<file path="config.mk">
export PLATFORM = sky130hd
export DESIGN_NAME = serial_to_parallel
export DESIGN_NICKNAME = d
export VERILOG_FILES = /design/src/rtl/serdes_pkg.sv /design/src/rtl/serdes_shift_reg.sv /design/src/rtl/serial_to_parallel.sv
export SDC_FILE = /design/constraint.sdc
export NUM_CORES = 1
export LEC_CHECK = 0
export CORE_MARGIN = 4
export CORE_UTILIZATION = 40
export DETAILED_ROUTE_END_ITERATION = 10
export PLACE_DENSITY_LB_ADDON = 0.1
export SYNTH_ARGS = -nofsm -noshare
export SYNTH_HDL_FRONTEND = slang
export SYNTH_SLANG_ARGS = --single-unit
</file>
<file path="constraint.sdc">
create_clock -name clk -period 1.6 [get_ports clk]
set_clock_uncertainty 0.1 [all_clocks]
set_input_delay 0.48 -clock clk [delete_from_list [all_inputs] [get_ports clk]]
set_output_delay 0.48 -clock clk [all_outputs]
set_load 0.02 [all_outputs]
</file>
<file path="src/rtl/serdes_pkg.sv">
// Shared framing definitions for the serial transmitter/receiver pair.
// Holds the FSM state type and the line-level framing constants so that
// both directions always agree on start/stop/idle levels.
package serdes_pkg;

  typedef enum logic [1:0] {
    IDLE = 2'd0,
    DATA = 2'd1,
    STOP = 2'd2
  } serdes_state_t;

  localparam logic START_BIT  = 1'b1;
  localparam logic STOP_BIT   = 1'b0;
  localparam logic IDLE_LEVEL = 1'b0;

  // Bit counter width: holds 0..WIDTH without wrapping inside a frame.
  function automatic int cnt_width(input int width);
    return $clog2(width) + 1;
  endfunction

endpackage

</file>
<file path="src/rtl/serdes_shift_reg.sv">
// Parameterised shift register shared by the serial receiver and transmitter.
// Ports:
//   clk        system clock, rising edge
//   rst        synchronous active-high reset (clears contents)
//   clr        synchronous clear, same effect as rst
//   shift_en   shift one position, ser_in enters at the fill end
//   load_en    parallel load from load_data (takes priority over shift)
//   load_data  parallel word for load_en
//   ser_in     serial bit shifted in
//   data       current register contents
module serdes_shift_reg #(
  parameter int WIDTH     = 8,
  parameter int MSB_FIRST = 1
) (
  input  logic             clk,
  input  logic             rst,
  input  logic             clr,
  input  logic             shift_en,
  input  logic             load_en,
  input  logic [WIDTH-1:0] load_data,
  input  logic             ser_in,
  output logic [WIDTH-1:0] data
);

  always_ff @(posedge clk) begin
    if (rst || clr) begin
      data <= '0;
    end else if (load_en) begin
      data <= load_data;
    end else if (shift_en) begin
      // MSB-first streams fill from the LSB so the first bit ends up on top.
      if (MSB_FIRST != 0) begin
        data <= {data[WIDTH-2:0], ser_in};
      end else begin
        data <= {ser_in, data[WIDTH-1:1]};
      end
    end
  end

endmodule

</file>
<file path="src/rtl/serial_to_parallel.sv">
// Serial-frame receiver: start bit (1), WIDTH data bits, stop bit (0),
// one bit per clock, no oversampling. Presents each well-framed word with
// a one-cycle data_valid strobe; a bad stop bit gives a frame_err strobe.
// Ports:
//   clk         system clock, rising edge
//   rst         synchronous active-high reset
//   ser_in      serial line, idles low
//   data_out    last correctly framed word, held between frames
//   data_valid  one-cycle strobe, data_out updated this cycle
//   frame_err   one-cycle strobe, stop bit was wrong
//   busy        high while in DATA or STOP
//
// state | meaning
// IDLE  | line idle, waiting for a start bit
// DATA  | shifting in WIDTH data bits
// STOP  | sampling the stop bit, then strobe and return to IDLE
module serial_to_parallel
  import serdes_pkg::*;
#(
  parameter int WIDTH     = 8,
  parameter int MSB_FIRST = 1
) (
  input  logic             clk,
  input  logic             rst,
  input  logic             ser_in,
  output logic [WIDTH-1:0] data_out,
  output logic             data_valid,
  output logic             frame_err,
  output logic             busy
);

  localparam int CNT_W = cnt_width(WIDTH);
  localparam logic [CNT_W-1:0] LAST_BIT = CNT_W'(WIDTH - 1);

  serdes_state_t    state_q, state_d;
  logic [CNT_W-1:0] cnt_q, cnt_d;
  logic [WIDTH-1:0] shift_q;
  logic             sh_clr, sh_en;
  logic             valid_d, err_d;

  serdes_shift_reg #(
    .WIDTH    (WIDTH),
    .MSB_FIRST(MSB_FIRST)
  ) u_shift (
    .clk      (clk),
    .rst      (rst),
    .clr      (sh_clr),
    .shift_en (sh_en),
    .load_en  (1'b0),
    .load_data({WIDTH{1'b0}}),
    .ser_in   (ser_in),
    .data     (shift_q)
  );

  always_comb begin
    state_d = state_q;
    cnt_d   = cnt_q;
    sh_clr  = 1'b0;
    sh_en   = 1'b0;
    valid_d = 1'b0;
    err_d   = 1'b0;
    case (state_q)
      IDLE: begin
        if (ser_in == START_BIT) begin
          state_d = DATA;
          cnt_d   = '0;
          sh_clr  = 1'b1;
        end
      end
      DATA: begin
        // Any level here is data; there is no mid-frame resync.
        sh_en = 1'b1;
        cnt_d = cnt_q + 1'b1;
        if (cnt_q == LAST_BIT) begin
          state_d = STOP;
        end
      end
      STOP: begin
        // A bad stop bit is consumed here and never taken as a new start.
        state_d = IDLE;
        if (ser_in == STOP_BIT) begin
          valid_d = 1'b1;
        end else begin
          err_d = 1'b1;
        end
      end
      default: begin
        state_d = IDLE;
      end
    endcase
  end

  always_ff @(posedge clk) begin
    if (rst) begin
      state_q    <= IDLE;
      cnt_q      <= '0;
      data_out   <= '0;
      data_valid <= 1'b0;
      frame_err  <= 1'b0;
    end else begin
      state_q    <= state_d;
      cnt_q      <= cnt_d;
      data_valid <= valid_d;
      frame_err  <= err_d;
      if (valid_d) begin
        data_out <= shift_q;
      end
    end
  end

  assign busy = (state_q != IDLE);

endmodule
</file>
==> results of run 1 <==
==> metrics by stage <==
stage | utilization | power (W)
2_1_floorplan | - | 0.000656
3_3_place_gp | 0.548 | 0.000698
3_5_place_dp | 0.548 | 0.000698
4_1_cts | 0.570 | 0.00113
5_1_grt | 0.568 | 0.00116
6_report | 0.568 | 0.00112
==> cells in the mapped netlist, drive strengths merged <==
cell    count
nor2b       2
or3b        1
nor2       11
a21oi      10
or3         1
ha          1
clkbuf      2
inv         1
o21bai      1
dfxtp      24
nor3b       1
nand2      17
nand2b      1
a22oi       1
buf         3
nand3       1
and4b       1
nor4b       1
a21o        1
nand3b      1
mux2i       9
and4bb      1
nor3        1
o21ai       1
==> worst paths after layout <==
check                                  from           to  slack, ns  depth (start not counted)
worst max-delay path            data_out[5]  data_out[5]       0.05                          1
worst min-delay path               cnt_q[3]   state_q[1]       0.37                          1
worst max register to register   state_q[1]     cnt_q[2]       0.23                          4
worst min register to register     cnt_q[3]   state_q[1]       0.37                          1
==> cell families after synthesis <==
| group | synth area share |
|---|---|
| buf+inv | 0.0323 |
| flops | 0.539 |
| simple gates | 0.219 |
| mux | 0.101 |
| compound gates | 0.0954 |
| fa+ha+maj | 0.0140 |
==> cell usage in the layout (no fill, tap or decap) <==
| master | n |
|---|---|
| a21o_1 | 1 |
| a21oi_1 | 9 |
| a21oi_2 | 1 |
| a22oi_1 | 1 |
| and4b_1 | 1 |
| and4bb_2 | 1 |
| buf_12 | 1 |
| buf_2 | 1 |
| buf_4 | 8 |
| buf_6 | 1 |
| bufinv_16 | 1 |
| clkbuf_2 | 5 |
| clkbuf_4 | 3 |
| clkdlybuf4s15_1 | 2 |
| clkdlybuf4s15_2 | 1 |
| clkdlybuf4s50_1 | 1 |
| dfxtp_1 | 23 |
| dfxtp_2 | 1 |
| dlygate4sd2_1 | 2 |
| dlymetal6s2s_1 | 1 |
| ha_1 | 1 |
| inv_1 | 1 |
| mux2i_1 | 9 |
| nand2_1 | 17 |
| nand2b_1 | 1 |
| nand3_1 | 1 |
| nand3b_1 | 1 |
| nor2_1 | 10 |
| nor2_4 | 1 |
| nor2b_1 | 2 |
| nor3_1 | 1 |
| nor3b_2 | 1 |
| nor4b_1 | 1 |
| o21ai_0 | 1 |
| o21bai_2 | 1 |
| or3_1 | 1 |
| or3b_1 | 1 |
==> where the power goes <==
part | leakage, nW | internal [W] | total (W) | switching [W]
Combinational | 0.233 | 0.0000359 | 0.0000770 | 0.0000411
Sequential | 0.194 | 0.000604 | 0.000609 | 0.00000504
Clock | 0.0279 | 0.000253 | 0.000437 | 0.000184
Total | 0.455 | 0.000893 | 0.00112 | 0.000230
==> metal layers <==
| layer | global-route usage | up-vias | wire [um] |
|---|---|---|---|
| met5 | 0 | - | 0 |
| met4 | 0.0625 | 0 | 15 |
| met3 | 0.0280 | 2 | 60 |
| met2 | 0.171 | 13 | 749 |
| met1 | 0.174 | 319 | 919 |
| li1 | - | 363 | - |
==> flip-flops by register name, summed over array words and instances, names as in the netlist <==
signal        count
cnt_q             4
frame_err         1
state_q           2
u_shift.data      8
data_out          8
data_valid        1
==> cell type report <==
class | instances | area share
Multi-Input combinational cell | 64 | 0.341
Clock buffer | 3 | 0.0194
Timing Repair Buffer | 23 | 0.166
Clock inverter | 1 | 0.0259
Sequential cell | 24 | 0.415
Inverter | 1 | 0.00324
Tap cell | 27 | 0.0291
==> repair_timing <==
| action | in CTS | in global routing |
|---|---|---|
| resized for setup | 21 | 13 |
| setup endpoints to repair | 11 | 16 |
| pin swaps | 0 | 0 |
==> flow_summary.json, run 1 <==
{
  "status": "finished clean",
  "synthesis.area_um2": 892,
  "powerDensity_nw_per_um2": 968,
  "rows": 16,
  "fin_cells": 143,
  "dieHeight_um": 55.2,
  "clk_path_buf_depth": 2,
  "start_util": 0.437,
  "area_growth_pct": 30.0,
  "period_minus_slack_ns": 1.55,
  "grt-ovfl-total": 0,
  "post_dp_cell_area_um2": 1120,
  "worstPathCellList": "clkdlybuf4s15_1",
  "die-area_um2": 3050,
  "ant_nets": 0,
  "fin_crit_sh": 0.968,
  "critPathKind": "reg -> out",
  "multi_input_area_um2": 395,
  "holdBufCountCts": 0,
  "ys_top_cells_by_area": "dfxtp_1, mux2i_1, nand2_1, a21oi_1, nor2_1",
  "dpl.hpwl_um": 1200,
  "critPathBufInv": 1,
  "worst_ep_required_time_ns": 1.02,
  "cts-root-buf": "clkbuf_4",
  "worst_pin_slew_ns": 0.333,
  "dp_cells": 139,
  "via_count": 697,
  "seq_area_um2": 482,
  "syn-mean-instance-area_um2": 9.49,
  "num_io_pins": 14,
  "fp.dieW_um": 55.2,
  "grt_max_degree": 15,
  "dr.pass1.iters": 4,
  "p_leak_nw": 0.455,
  "drc_errors": 0,
  "ctsHtreeMaxLevel": 1,
  "hold_slack_ns": 0.367,
  "crit_slowest_cell": "dfxtp_1",
  "numCtsBuffers": 3,
  "clk_latency_ns": 0.31,
  "antenna_found_initial": 0,
  "hold_violations": 0,
  "ys_types": 26,
  "crit_fanout": 2,
  "netlist.area_leader.share": 0.539,
  "avgRoutedWirePerCell_um": 12.2,
  "arrival_ns": 0.97,
  "yosys_register_bits": 24,
  "gp_congestion": 0.767,
  "fmax_mhz": 645,
  "wl_um": 1740,
  "insertedDiodeCount": 0,
  "finalSetupViolCount": 0,
  "grt_pass1_vias": 657,
  "clk_pin_slew_ns": 0.14,
  "cts_tree": "yes",
  "critPathTopFamily": "flip-flops",
  "cp-start-kind": "flop",
  "n_fill_cell": 194,
  "vias_per_cell": 4.87,
  "gr-usage-all-layers": 0.122,
  "hold_class": "reg -> reg",
  "slowest_delay_ns": 0.36,
  "rsz0062_at_grt": "false",
  "final_area_um2": 1160,
  "cts_num_sinks": 24,
  "drv_slew": 0,
  "timing.final.ws_setup_ns": 0.0504,
  "maxCapViolCount": 0,
  "place_ws_ns": -0.317,
  "fin_tns_setup_ns": 0,
  "syn_nets": 98,
  "drive_above_1_share": 0.233,
  "syn_inst": 94,
  "slew_headroom": 0.778,
  "io_buffers": 13,
  "cp-end-kind": "output pin",
  "nets": 121,
  "grt_first_pass_wirelength_um": 2970,
  "design.core.area_um2": 2040,
  "cts_setup_buffers": 0,
  "peakVddDrop_uv": 617,
  "yosysWarnings": 0,
  "seq_area_frac_synth": 0.539,
  "synth_top_area_cell": "dfxtp_1",
  "drt_iter0_markers": 7
}
Power figures use the tool's default switching activity.
==> run 2, diff against run 1 <==
- GPL_TIMING_DRIVEN: unset -> 0
- clock period: 1.6 -> 1.5 ns (I/O delays scaled with it)
==> run 2 against run 1 <==
  * Sequential power up 6.2%
  * Core utilization down 3.6 points
  * Die area unchanged
  * Highest routed layer unchanged
  * Wire length down 6.5%
  * Design area down 6.3%
  * Count of clock-buffer cells in the layout unchanged
  * Via count down 1.6%
  * Flip-flop and latch count unchanged
==> flow_summary.json, run 2 (synthesis gave the netlist of run 1 again) <==
{
  "status": "finished clean",
  "grt_first_pass_wirelength_um": 2840,
  "start_util": 0.437,
  "layout_common_cells": "dfxtp_1, nand2_1, nor2_1",
  "grt-ovfl-total": 0,
  "p_leak_nw": 0.406,
  "multi_input_area_um2": 402,
  "post_dp_cell_area_um2": 1060,
  "cts_num_sinks": 24,
  "peakVddDrop_uv": 442,
  "ctsHtreeMaxLevel": 1,
  "met2RoutedLength_um": 749,
  "top_layer_used": "met4",
  "worst_ep_required_time_ns": 0.95,
  "fin_crit_sh": 0.992,
  "fin_tns_setup_ns": 0,
  "cp-end-kind": "output pin",
  "rows": 16,
  "area_growth_pct": 21.9,
  "dp_cells": 134,
  "io_buffers": 13,
  "gr-usage-all-layers": 0.116,
  "numCtsBuffers": 3,
  "hold_violations": 0,
  "vias_per_cell": 4.94,
  "antenna_found_initial": 0,
  "avgRoutedWirePerCell_um": 11.7,
  "slew_headroom": 0.776,
  "clk_latency_ns": 0.30,
  "hold_class": "reg -> reg",
  "rsz0062_at_grt": "true",
  "worst_pin_slew_ns": 0.336,
  "drt_iter0_markers": 10,
  "design.core.area_um2": 2040,
  "clk_pin_slew_ns": 0.12,
  "wl_um": 1630,
  "cts_tree": "yes",
  "reg_top3": "data_out: 8 flops, u_shift.data: 8 flops, cnt_q: 4 flops",
  "num_io_pins": 14,
  "finalSetupViolCount": 0,
  "dr.pass1.iters": 4,
  "critPathKind": "reg -> out",
  "cp-start-kind": "flop",
  "drc_errors": 0,
  "n_fill_cell": 211,
  "cts-root-buf": "clkbuf_4",
  "layout_commonest_cell": "dfxtp_1",
  "ant_nets": 0,
  "maxCapViolCount": 0,
  "wl_met3_um": 70,
  "powerDensity_nw_per_um2": 900,
  "seq_area_um2": 488,
  "fp.dieW_um": 55.2,
  "gp_congestion": 0.739,
  "clk_path_buf_depth": 2,
  "grt_max_degree": 13,
  "dieHeight_um": 55.2,
  "crit_fanout": 2,
  "drive_above_1_share": 0.250,
  "die-area_um2": 3050,
  "drv_slew": 0,
  "m1WireLength_um": 800,
  "insertedDiodeCount": 0,
  "fmax_mhz": 672,
  "dpl.hpwl_um": 1080,
  "nets": 118,
  "fin_cells": 139,
  "final_area_um2": 1090,
  "grt_pass1_vias": 654,
  "period_minus_slack_ns": 1.49,
  "via_count": 686,
  "arrival_ns": 0.94
}
==> run 2: where the power goes <==
group / internal (W) / switching (W) / total (W)
Combinational: 0.0000255 / 0.0000414 / 0.0000669
Sequential: 0.000641 / 0.00000548 / 0.000647
Clock: 0.0000936 / 0.000171 / 0.000265
Total: 0.000760 / 0.000218 / 0.000979
==> run 2: worst max-delay path, stage by stage (launching register included) <==
cell and delay, ns:
dfxtp_4 0.37, nor2_4 0.11, inv_2 0.04, buf_6 0.12
==> run 2: final timing paths <==
| path | startpoint | endpoint | slack [ns] | cells after the start |
|---|---|---|---|---|
| max | state_q[0] | busy | 0.01 | 3 |
| min | cnt_q[3] | state_q[1] | 0.36 | 1 |
| max reg2reg | state_q[0] | data_out[2] | 0.09 | 5 |
| min reg2reg | cnt_q[3] | state_q[1] | 0.36 | 1 |
==> run 2: area by class of cell <==
type,count,area share
timing repair buffer,15,0.102
buffer,5,0.0242
tap,27,0.0311
inverter,1,0.00345
clock buffer,3,0.0207
sequential,24,0.449
multi-input combinational,64,0.369
==> run 2: timing repair <==
item,CTS,global route
hold buffers,0,0
gates resized for setup,39,15
endpoints found under the setup margin,19,18
buffers inserted,1,0
cloned,1,0
==> run 2: per-layer routing <==
layer	track usage	vias up
li1	-	353
met1	0.157	317
met2	0.176	14
met3	0.0233	2
met4	0.0521	0
met5	0	-
==> run 2: stage by stage <==
stage | setup WS [ns] | util | power, W | hold WS (ns)
after detailed placement | -0.408 | 0.517 | 0.000723 | 0.351
final | 0.0120 | 0.532 | 0.000979 | 0.363
after floorplan | 0.238 | - | 0.000700 | 0.322
after global placement | -0.372 | 0.517 | 0.000722 | 0.345
after CTS | -0.0287 | 0.542 | 0.000990 | 0.367
after global routing | -0.0299 | 0.532 | 0.00103 | 0.393
==> run 3, diff against run 2 <==
- CELL_PAD_IN_SITES_DETAIL_PLACEMENT: unset -> 0
- CELL_PAD_IN_SITES_GLOBAL_PLACEMENT: unset -> 1
- SYNTH_HIERARCHICAL: unset -> 1
==> run 3 against run 2 <==
  * Wire length rose by 23%
  * Register-to-register slack worse by 0.05 ns
  * The run now ends with setup timing left
  * Sequential power increased by 3%
  * Non-clock buffer count rose by 2
  * Hold slack better by 0.039 ns
  * Combinational power rose by 100%
  * Die area up 18%
  * Flip-flop and latch count unchanged
  * Cell count is 18% higher
  * Largest power group unchanged
  * Critical endpoint unchanged
  * Power is 30% higher
  * Clock power increased by 78%
  * Via count up 12%
  * Critical path type unchanged
==> flow_summary.json, run 3 <==
{
  "synth_edf_count": 0,
  "clk_latency_ns": 0.31,
  "crit_fanout": 2,
  "final_area_um2": 1380,
  "multi_input_area_um2": 623,
  "seq_area_frac_synth": 0.442,
  "start_util": 0.431,
  "cp-start-kind": "flop",
  "slowest_delay_ns": 0.37,
  "nets": 139,
  "numCtsBuffers": 3,
  "holdBufCountCts": 0,
  "grt_max_degree": 15,
  "synth_top_family_by_area": "simple AND/OR/NAND/NOR gates",
  "cts-root-buf": "clkbuf_4",
  "p_total_w": 0.00127,
  "p_leak_nw": 0.655,
  "cts_num_sinks": 24,
  "io_buffers": 13,
  "avgRoutedWirePerCell_um": 12.2,
  "synthesis.area_um2": 1090,
  "die-area_um2": 3610,
  "peakVddDrop_uv": 529,
  "crit_slowest_cell": "dfxtp_4",
  "fp.dieW_um": 60.1,
  "ys_types": 26,
  "gp_congestion": 0.685,
  "syn-mean-instance-area_um2": 11.0,
  "dr.pass1.iters": 3,
  "layout_commonest_cell": "dfxtp_1",
  "yosys.area_share.simple": 0.204,
  "worstHoldPathCells": 2,
  "ys.flop_type": "dfxtp_1",
  "period_minus_slack_ns": 1.59,
  "critPathKind": "reg -> out",
  "fmax_mhz": 628,
  "powerDensity_nw_per_um2": 921,
  "rsz0062_at_grt": "true",
  "drv_slew": 0,
  "timing.final.ws_setup_ns": -0.0919,
  "grt-ovfl-total": 0,
  "post_dp_cell_area_um2": 1310,
  "gr-usage-all-layers": 0.126,
  "synth.most_common_cell": "dfxtp_1",
  "arrival_ns": 1.04,
  "design.core.area_um2": 2520,
  "wl_um": 2000,
  "n_fill_cell": 245,
  "hold_violations": 0,
  "maxCapViolCount": 0,
  "ys_top_cells_by_area": "dfxtp_1, mux2_4, mux2i_1, o211a_1, or2b_1",
  "area_growth_pct": 27.3,
  "reg_top3": "data_out: 8 flops, u_shift/data: 8 flops, cnt_q: 4 flops",
  "num_io_pins": 14,
  "async_reset_ff_frac": 0,
  "synthMuxAreaShare": 0.194,
  "hold_class": "reg -> reg",
  "cp-end-kind": "output pin",
  "seq_area_um2": 490,
  "drc_errors": 0,
  "finalSetupViolCount": 1,
  "drt_iter0_markers": 21,
  "fin_crit_sh": 1.06,
  "status": "finished, violations left",
  "synth_compound_area_frac": 0.0991,
  "violations": "setup timing",
  "yosysWarnings": 6,
  "syn_inst": 99,
  "grt_pass1_vias": 750,
  "rows": 18,
  "grt_first_pass_wirelength_um": 3410,
  "dpl.hpwl_um": 1310,
  "synth_common_cells": "dfxtp_1, nor2_1, mux2i_1",
  "yosys_register_bits": 24,
  "insertedDiodeCount": 0,
  "clk_pin_slew_ns": 0.14,
  "cts_tree": "yes",
  "synth_xor_area_frac": 0,
  "dieHeight_um": 60.1,
  "layout_common_cells": "dfxtp_1, conb_1, nor2_1",
  "drive_above_1_share": 0.321,
  "clk_path_buf_depth": 2,
  "worstPathCellList": "or2_4 -> buf_6",
  "netlist.area_leader.share": 0.442,
  "r2r_cells": 5,
  "worst_ep_required_time_ns": 0.95,
  "via_count": 768,
  "ant_nets": 0,
  "synth_top_area_cell": "dfxtp_1",
  "vias_per_cell": 4.68,
  "antenna_found_initial": 0,
  "ctsHtreeMaxLevel": 1,
  "synth_fa_ha_area_frac": 0.0115
}
[run 3: changes by cell type after synthesis, sizes merged, moves of 8 or more]
cell	before	now
nand2	17	2
o211a	0	8
mux2	0	8
a21oi	10	0
or2b	0	8
[run 3: power by group]
group / internal [W] / switching (W)
clock: 0.000270 / 0.000202
sequential: 0.000653 / 0.0000139
combinational: 0.0000725 / 0.0000621
total: 0.000996 / 0.000278
[run 3: cell type report]
| type | count | area share |
|---|---|---|
| well taps | 30 | 0.0271 |
| clock buffers | 3 | 0.0163 |
| inverters | 2 | 0.0109 |
| clock inverters | 1 | 0.0217 |
| multi-input cells | 82 | 0.451 |
| flip-flops and latches | 24 | 0.355 |
| repair buffers | 19 | 0.103 |
| plain buffers | 3 | 0.0154 |
[run 3: metal layers]
layer,global-route usage,vias up,wire length [um]
met1,0.176,352,1060
met5,0,-,0
li1,-,403,-
met2,0.188,11,844
met4,0.0380,0,14
met3,0.0324,2,80
[run 3: final timing paths]
check / startpoint / slack [ns] / endpoint
worst max register to register: state_q[1] / 0.04 / u_shift/data[5]
worst max-delay path: state_q[0] / -0.09 / busy
worst min register to register: data_out[1] / 0.40 / data_out[1]
worst min-delay path: data_out[1] / 0.40 / data_out[1]
[run 3: kinds of logic (layout without fill, tap and decap cells)]
kind of cell,count (synthesis),count (layout)
buffers and inverters,7,28
other,1,15
multiplexers,17,17
adder cells (fa/ha/maj),1,1
AND/OR/NAND/NOR,37,37
AO/OA/AOI/OAI,12,12
flip-flops,24,24
[run 3: repair_timing]
action	4_1_cts	5_1_grt
gates cloned	0	1
pin swaps	2	3
setup endpoints to repair	29	25
gates resized for setup	47	18
buffers inserted	5	0
[run 3: critical path: cells and delay by family (launching register included)]
family / cells / cell delay, ns
buffers and inverters: 1 / 0.13
flip-flops: 1 / 0.37
AND/OR/NAND/NOR: 1 / 0.24
[run 3: through the flow]
step	hold slack (ns)	worst slack [ns]	TNS (ns)	utilization	instances
floorplan	0.352	0.0813	0	-	113
global placement	0.370	-0.516	-8.98	0.518	156
detailed placement	0.379	-0.497	-8.78	0.518	156
CTS	0.412	-0.101	-0.166	0.561	164
global route	0.454	-0.128	-0.128	0.548	164
finish	0.402	-0.0919	-0.0919	0.548	164
